### src/rtl/mem_arbiter_if.sv
// Handshake bundle between the fetch/load-store requesters, the memory block
// and mem_arbiter. The arbiter connects through the slave modport; the
// requester/memory side uses master.
interface mem_arbiter_if #(
  parameter int BUS_WIDTH = 32
);
  // fetch requester
  logic                 if_req;
  logic [BUS_WIDTH-1:0] if_addr;
  logic                 if_gnt;
  logic                 if_rvalid;
  logic [BUS_WIDTH-1:0] if_rdata;
  logic                 if_err;
  // load/store requester
  logic                 d_req;
  logic                 d_we;
  logic [BUS_WIDTH-1:0] d_addr;
  logic [BUS_WIDTH-1:0] d_wdata;
  logic [1:0]           d_size;
  logic                 d_sign;
  logic                 d_gnt;
  logic                 d_rvalid;
  logic [BUS_WIDTH-1:0] d_rdata;
  logic                 d_err;
  // memory port
  logic                 mem_rd;
  logic                 mem_we;
  logic [BUS_WIDTH-1:0] mem_addr;
  logic [BUS_WIDTH-1:0] mem_data;
  logic [1:0]           mem_size;
  logic                 mem_sign;
  logic [BUS_WIDTH-1:0] mem_out;
  logic                 mem_error;

  modport slave (
    input  if_req, if_addr,
    input  d_req, d_we, d_addr, d_wdata, d_size, d_sign,
    input  mem_out, mem_error,
    output if_gnt, if_rvalid, if_rdata, if_err,
    output d_gnt, d_rvalid, d_rdata, d_err,
    output mem_rd, mem_we, mem_addr, mem_data, mem_size, mem_sign
  );

  modport master (
    output if_req, if_addr,
    output d_req, d_we, d_addr, d_wdata, d_size, d_sign,
    output mem_out, mem_error,
    input  if_gnt, if_rvalid, if_rdata, if_err,
    input  d_gnt, d_rvalid, d_rdata, d_err,
    input  mem_rd, mem_we, mem_addr, mem_data, mem_size, mem_sign
  );
endinterface

### src/rtl/mem_arbiter.sv
// Two-requester arbiter/sequencer sharing one OTTER memory port between the
// instruction-fetch path (read-only) and the load/store path. One transaction
// at a time: IDLE (grant) -> ISSUE (strobe) -> WAIT (latency) -> RESP.
module mem_arbiter #(
  parameter int BUS_WIDTH   = 32,
  parameter int MEM_LATENCY = 1
) (
  input logic          clk,
  input logic          rst_n,
  mem_arbiter_if.slave bus
);

  localparam int CW = $clog2(MEM_LATENCY + 1) + 1;

  typedef enum logic [1:0] {IDLE, ISSUE, WAIT, RESP} state_t;
  typedef enum logic {SRC_FETCH, SRC_DATA} src_t;

  state_t               state_q;
  src_t                 src_q;
  src_t                 last_q;
  logic [CW-1:0]        cnt_q;
  logic [BUS_WIDTH-1:0] addr_q;
  logic [BUS_WIDTH-1:0] wdata_q;
  logic                 we_q;
  logic [1:0]           size_q;
  logic                 sign_q;

  logic                 if_rvalid_q, d_rvalid_q;
  logic [BUS_WIDTH-1:0] if_rdata_q, d_rdata_q;
  logic                 if_err_q, d_err_q;

  logic                 grant_if, grant_d;
  logic                 resp_fire, resp_err;
  logic [BUS_WIDTH-1:0] resp_data;

  // Arbitration in IDLE; a tie goes to whoever was not granted last.
  // Gated by rst_n so gnt stays low while reset is held.
  always_comb begin
    grant_if = 1'b0;
    grant_d  = 1'b0;
    if (rst_n && state_q == IDLE) begin
      if (bus.if_req && bus.d_req) begin
        if (last_q == SRC_DATA) grant_if = 1'b1;
        else                    grant_d  = 1'b1;
      end else begin
        grant_if = bus.if_req;
        grant_d  = bus.d_req;
      end
    end
  end

  // Response payload: error abort from ISSUE, or data capture at end of WAIT.
  always_comb begin
    resp_fire = 1'b0;
    resp_err  = 1'b0;
    resp_data = '0;
    if (state_q == ISSUE && bus.mem_error) begin
      resp_fire = 1'b1;
      resp_err  = 1'b1;
    end else if (state_q == WAIT && cnt_q == CW'(MEM_LATENCY)) begin
      resp_fire = 1'b1;
      resp_data = we_q ? '0 : bus.mem_out;
    end
  end

  // Sequencer FSM with latched request state and per-port response registers.
  always_ff @(posedge clk or negedge rst_n) begin
    if (!rst_n) begin
      state_q     <= IDLE;
      src_q       <= SRC_FETCH;
      last_q      <= SRC_DATA;
      cnt_q       <= '0;
      addr_q      <= '0;
      wdata_q     <= '0;
      we_q        <= 1'b0;
      size_q      <= '0;
      sign_q      <= 1'b0;
      if_rvalid_q <= 1'b0;
      d_rvalid_q  <= 1'b0;
      if_rdata_q  <= '0;
      d_rdata_q   <= '0;
      if_err_q    <= 1'b0;
      d_err_q     <= 1'b0;
    end else begin
      if_rvalid_q <= 1'b0;
      d_rvalid_q  <= 1'b0;
      case (state_q)
        IDLE: begin
          if (grant_if) begin
            src_q   <= SRC_FETCH;
            addr_q  <= bus.if_addr;
            wdata_q <= '0;
            we_q    <= 1'b0;
            size_q  <= 2'b10;
            sign_q  <= 1'b0;
            state_q <= ISSUE;
          end else if (grant_d) begin
            src_q   <= SRC_DATA;
            addr_q  <= bus.d_addr;
            wdata_q <= bus.d_wdata;
            we_q    <= bus.d_we;
            size_q  <= bus.d_size;
            sign_q  <= bus.d_sign;
            state_q <= ISSUE;
          end
          if (bus.if_req && bus.d_req) last_q <= grant_if ? SRC_FETCH : SRC_DATA;
        end
        ISSUE: begin
          if (bus.mem_error) begin
            state_q <= RESP;
          end else begin
            cnt_q   <= CW'(1);
            state_q <= WAIT;
          end
        end
        WAIT: begin
          if (resp_fire) state_q <= RESP;
          else           cnt_q   <= cnt_q + CW'(1);
        end
        RESP: state_q <= IDLE;
        default: state_q <= IDLE;
      endcase

      if (resp_fire) begin
        if (src_q == SRC_FETCH) begin
          if_rvalid_q <= 1'b1;
          if_rdata_q  <= resp_data;
          if_err_q    <= resp_err;
        end else begin
          d_rvalid_q  <= 1'b1;
          d_rdata_q   <= resp_data;
          d_err_q     <= resp_err;
        end
      end
    end
  end

  assign bus.if_gnt    = grant_if;
  assign bus.d_gnt     = grant_d;
  assign bus.if_rvalid = if_rvalid_q;
  assign bus.if_rdata  = if_rdata_q;
  assign bus.if_err    = if_err_q;
  assign bus.d_rvalid  = d_rvalid_q;
  assign bus.d_rdata   = d_rdata_q;
  assign bus.d_err     = d_err_q;

  assign bus.mem_rd   = (state_q == ISSUE) && !bus.mem_error && !we_q;
  assign bus.mem_we   = (state_q == ISSUE) && !bus.mem_error &&  we_q;
  assign bus.mem_addr = addr_q;
  assign bus.mem_data = wdata_q;
  assign bus.mem_size = size_q;
  assign bus.mem_sign = sign_q;

endmodule

### src/flat_wrapper.sv
// flat-port wrapper written by rule: the top's interface ports become plain ports
module mem_arbiter_flat 
#(
  parameter int BUS_WIDTH   = 32,
  parameter int MEM_LATENCY = 1
)
  (clk, rst_n, bus_if_req, bus_if_addr, bus_d_req, bus_d_we, bus_d_addr, bus_d_wdata, bus_d_size, bus_d_sign, bus_mem_out, bus_mem_error, bus_if_gnt, bus_if_rvalid, bus_if_rdata, bus_if_err, bus_d_gnt, bus_d_rvalid, bus_d_rdata, bus_d_err, bus_mem_rd, bus_mem_we, bus_mem_addr, bus_mem_data, bus_mem_size, bus_mem_sign);
  mem_arbiter_if #(.BUS_WIDTH(BUS_WIDTH)) bus_i ();
  input logic clk;
  input logic rst_n;
  input wire logic [$bits(bus_i.if_req)-1:0] bus_if_req;
  input wire logic [$bits(bus_i.if_addr)-1:0] bus_if_addr;
  input wire logic [$bits(bus_i.d_req)-1:0] bus_d_req;
  input wire logic [$bits(bus_i.d_we)-1:0] bus_d_we;
  input wire logic [$bits(bus_i.d_addr)-1:0] bus_d_addr;
  input wire logic [$bits(bus_i.d_wdata)-1:0] bus_d_wdata;
  input wire logic [$bits(bus_i.d_size)-1:0] bus_d_size;
  input wire logic [$bits(bus_i.d_sign)-1:0] bus_d_sign;
  input wire logic [$bits(bus_i.mem_out)-1:0] bus_mem_out;
  input wire logic [$bits(bus_i.mem_error)-1:0] bus_mem_error;
  output wire logic [$bits(bus_i.if_gnt)-1:0] bus_if_gnt;
  output wire logic [$bits(bus_i.if_rvalid)-1:0] bus_if_rvalid;
  output wire logic [$bits(bus_i.if_rdata)-1:0] bus_if_rdata;
  output wire logic [$bits(bus_i.if_err)-1:0] bus_if_err;
  output wire logic [$bits(bus_i.d_gnt)-1:0] bus_d_gnt;
  output wire logic [$bits(bus_i.d_rvalid)-1:0] bus_d_rvalid;
  output wire logic [$bits(bus_i.d_rdata)-1:0] bus_d_rdata;
  output wire logic [$bits(bus_i.d_err)-1:0] bus_d_err;
  output wire logic [$bits(bus_i.mem_rd)-1:0] bus_mem_rd;
  output wire logic [$bits(bus_i.mem_we)-1:0] bus_mem_we;
  output wire logic [$bits(bus_i.mem_addr)-1:0] bus_mem_addr;
  output wire logic [$bits(bus_i.mem_data)-1:0] bus_mem_data;
  output wire logic [$bits(bus_i.mem_size)-1:0] bus_mem_size;
  output wire logic [$bits(bus_i.mem_sign)-1:0] bus_mem_sign;
  assign bus_i.if_req = bus_if_req;
  assign bus_i.if_addr = bus_if_addr;
  assign bus_i.d_req = bus_d_req;
  assign bus_i.d_we = bus_d_we;
  assign bus_i.d_addr = bus_d_addr;
  assign bus_i.d_wdata = bus_d_wdata;
  assign bus_i.d_size = bus_d_size;
  assign bus_i.d_sign = bus_d_sign;
  assign bus_i.mem_out = bus_mem_out;
  assign bus_i.mem_error = bus_mem_error;
  assign bus_if_gnt = bus_i.if_gnt;
  assign bus_if_rvalid = bus_i.if_rvalid;
  assign bus_if_rdata = bus_i.if_rdata;
  assign bus_if_err = bus_i.if_err;
  assign bus_d_gnt = bus_i.d_gnt;
  assign bus_d_rvalid = bus_i.d_rvalid;
  assign bus_d_rdata = bus_i.d_rdata;
  assign bus_d_err = bus_i.d_err;
  assign bus_mem_rd = bus_i.mem_rd;
  assign bus_mem_we = bus_i.mem_we;
  assign bus_mem_addr = bus_i.mem_addr;
  assign bus_mem_data = bus_i.mem_data;
  assign bus_mem_size = bus_i.mem_size;
  assign bus_mem_sign = bus_i.mem_sign;
  mem_arbiter #(.BUS_WIDTH(BUS_WIDTH), .MEM_LATENCY(MEM_LATENCY)) u_core (.clk(clk), .rst_n(rst_n), .bus(bus_i));
endmodule
### config.mk
export PLATFORM = sky130hd
export DESIGN_NAME = mem_arbiter_flat
export DESIGN_NICKNAME = d
export VERILOG_FILES = /design/src/rtl/mem_arbiter_if.sv /design/src/rtl/mem_arbiter.sv /design/src/flat_wrapper.sv
export SDC_FILE = /design/constraint.sdc
export NUM_CORES = 1
export LEC_CHECK = 0
export CAP_MARGIN = 20
export CORE_MARGIN = 1.5
export CORE_UTILIZATION = 45
export CTS_CLUSTER_SIZE = 20
export DETAILED_ROUTE_END_ITERATION = 8
export PLACE_DENSITY = 0.86
export SETUP_SLACK_MARGIN = 0.3
export SLEW_MARGIN = 5
export SYNTH_ARGS = -nofsm -noshare
export SYNTH_HDL_FRONTEND = slang
export SYNTH_SLANG_ARGS = --single-unit
### constraint.sdc
create_clock -name clk -period 4.35 [get_ports clk]
set_clock_uncertainty 0.2 [all_clocks]
set_input_delay 0.435 -clock clk [delete_from_list [all_inputs] [get_ports clk]]
set_output_delay 0.435 -clock clk [all_outputs]
set_load 0.005 [all_outputs]
==> summary.md <==
| Metric | Value |
|---|---|
| I/O pins | `~280` |
| Syn Inst Count | `460` |
| CP endpoint kind | `output port` |
| PD cells | `639 nW/µm²` |
| Core Area | `13200 µm²` |
| Drc violations | `0` |
| Run status | `complete, no violations` |
| Drt pass-1 iters | `4` |
| Final setup TNS | `0 ps` |
| Synth area leader | `dfrtp_1` |
| Most frequent cells after synthesis | `dfrtp_1, mux2_2, a22o_1` |
| Reg2reg path depth | `6` |
| Global-route wire length before repair | `between 20000 and 30000 µm` |
| Arrival time of the worst setup path | `2690 ps` |
| Setup Viol. Count Final | `0` |
| Largest net degree at the start of global routing | `87` |
| Slew HR | `0.330` |
| Worst path cell trace | `dlygate4sd3_1 > buf_6 > nand3_1 > buf_4 > or2_1 > inv_1 > clkdlybuf4s50_1` |
| Hold_buf cts | `1` |
| Worst Path Buf+Inv | `5` |
| Clock slew at the register clock pins of the worst setup and hold paths | `60 ps` |
| Detailed Route WL | `17400 µm` |
| Total grt overflow | `0` |
| Final period util | `0.765` |
| MaxCap Viol Count | `0` |
| Vias in the first global route | `roughly 5100` |
| Placed Instance Area | `roughly 9000 µm²` |
| Design Power | `roughly 6.2 mW` |
| Root Driver | `clkbuf_16` |
| Post-synth EDFFs | `0` |
| Hold worst-path end | `u_core.bus.mem_data[26]` |
| DR WL/cell | `roughly 19 µm` |
| WS Path Type | `in -> out` |
| Setup crit start kind | `input pin` |
| Finished Cell Area | `9660 µm²` |
| Post-Syn Area | `slightly above 6000 µm²` |
| Clock latency on the worst-skew pair | `about 420 ps` |
| Critical path's top delay family | `buffers and inverters` |
| RR Endpoint | `u_core.bus.d_rdata[19]` |
| Num CTS Buffers | `17` |
| Number of port buffers | `between 200 and 300` |
| Initial antenna violation count | `0` |
| Hold slack final | `~300 ps` |
| HPWL after detailed placement | `approximately 12000 µm` |
| Final Hold Viols | `0` |
| Mean Syn Cell Area | `13.3 µm²` |
| Leakage | `~4.3 nW` |
| Worst IR drop on VDD | `about 0.35 mV` |
| Chip height | `around 120 µm` |
| R2r setup slk | `approximately 1700 ps` |
| Share of cells above drive strength 1 | `0.149` |
| CTS tree | `done` |
| Top-area cell type share of the netlist area | `0.578` |
| Setup Buffers After CTS | `0` |
| Routability cong. | `slightly below 0.8` |
| Critical path required time | `between 3000 and 4000 ps` |
| Critical path's largest stage delay | `540 ps` |
| Top area cells in the synthesized netlist | `dfrtp_1, mux2_2, a221o_1` |
| Fill cells | `870` |
| Clk sink count | `142` |
| Diode count | `0` |
| YS warnings | `0` |
| Yosys cell types | `38` |
| Worst-margin pin slew | `between 1000 and 1500 ps` |
| Slowest stage cell, crit path | `dlygate4sd3_1` |
| DIE WIDTH | `between 100 and 150 µm` |
| RSZ-0062 raised after global routing | `false` |
| Nets | `870` |
| Vias per inst | `5.40` |
| Post-synthesis sequential area ratio | `0.582` |
| Routed vias | `approximately 4900` |
| Global router's overall resource usage | `0.246` |
| Ys async rst share | `1.00` |
| Deepest clock path buffer count | `2` |
| H-tree level count | `4` |
| Initial DRC Count | `305` |
| Routed Antenna Nets | `0` |
| Die area | `about 14000 µm²` |
| Fin. max-slew vios | `0` |
| Final min period | `about 3300 ps` |
| Reg2reg start | `u_core.state_q[0]` |
| Initial Utilization | `0.461` |
| Synth Net Count | `~600` |
| Most common cell in the synthesized netlist | `dfrtp_1` |
| Post-CTS resize count | `0` |
| Number of cells on the worst hold path | `1` |
| Hold_sp | `u_core.bus.mem_data[26]` |
| Worst Hold Class | `reg -> reg` |
| Area grow syn2layout | `58.1%` |
| Yosys reg bits | `roughly 140` |
| CP max FO | `slightly above 60` |
| # rows | `42` |
| Primary FF master, synth | `dfrtp_1` |
| Max Clk Rate | `~0.30 GHz` |
worst max-delay path by stage:
stage / from / to / slack (ps) / cells past startpoint
after global placement: bus_if_req / bus_if_gnt / 1510 / 6
after CTS: rst_n / bus_if_gnt / 1000 / 7
after detailed placement: bus_if_req / bus_if_gnt / 1480 / 6
final: rst_n / bus_if_gnt / 1020 / 7
after global routing: rst_n / bus_if_gnt / 830 / 7
after floorplan: u_core.state_q[0] / bus_if_gnt / 2300 / 7
state kept, by name (all words and copies together), names as in the netlist, 2 cells and up:
signal / count
u_core.bus.d_rdata: 32
u_core.state_q: 2
u_core.bus.if_rdata: 32
u_core.bus.mem_data: 32
u_core.bus.mem_size: 2
u_core.cnt_q: 2
u_core.bus.mem_addr: 32
kinds of logic after synthesis:
logic type / synth area share
DFF: 0.582
muxes: 0.121
buffers and inverters: 0.0375
and+or+nand+nor: 0.125
AOI/OAI and AO/OA: 0.124
adders and majority gates: 0.0102
cell type report:
type	instances	area, µm²	area share
Sequential cell	142	3550	0.368
Clock inverter	10	185	0.0192
Multi-Input combinational cell	274	2350	0.244
Clock buffer	21	460	0.0477
Timing Repair Buffer	286	2860	0.296
Inverter	7	26.3	0.00272
Tap cell	176	220	0.0228
cells in the final DEF (no fill, tap or decap), types with 7 or more instances in the layout:
master and instances:
clkdlybuf4s50_1 274, dfrtp_1 141, mux2_2 65, a22o_1 35, and2_1 34, and3_1 34
nor3b_1 33, a221o_1 33, clkbuf_16 17, buf_4 9, inv_1 7
worst reg2reg max path, stage by stage (launching register included):
cell      delay, ps
dfrtp_1         410
inv_1           120
ha_1            270
nand2_1         180
a21boi_4        570
buf_4           370
mux2_2          380
routing by layer:
layer,part of all wire,vias to the layer above,GRT usage
met2,0.51,233,0.416
met3,0.079,29,0.0722
met5,0,-,0
met4,0.023,0,0.0967
li1,-,2226,-
met1,0.39,2454,0.297
where the power goes:
part / leakage [nW] / switching, mW / total, mW / internal [mW]
sequential: 1.85 / 0.314 / 2.14 / 1.82
clock: 0.314 / 0.541 / 1.59 / 1.05
combinational: 2.17 / 0.913 / 2.45 / 1.53
metrics by stage:
step	std cells	util	worst slack, ps
final	916	0.729	1020
after global routing	916	0.729	833
after CTS	915	0.727	1000
after detailed placement	883	0.678	1480
after global placement	883	0.678	1510
after floorplan	460	-	2300
Note: power is estimated with default switching activity, not from simulation.
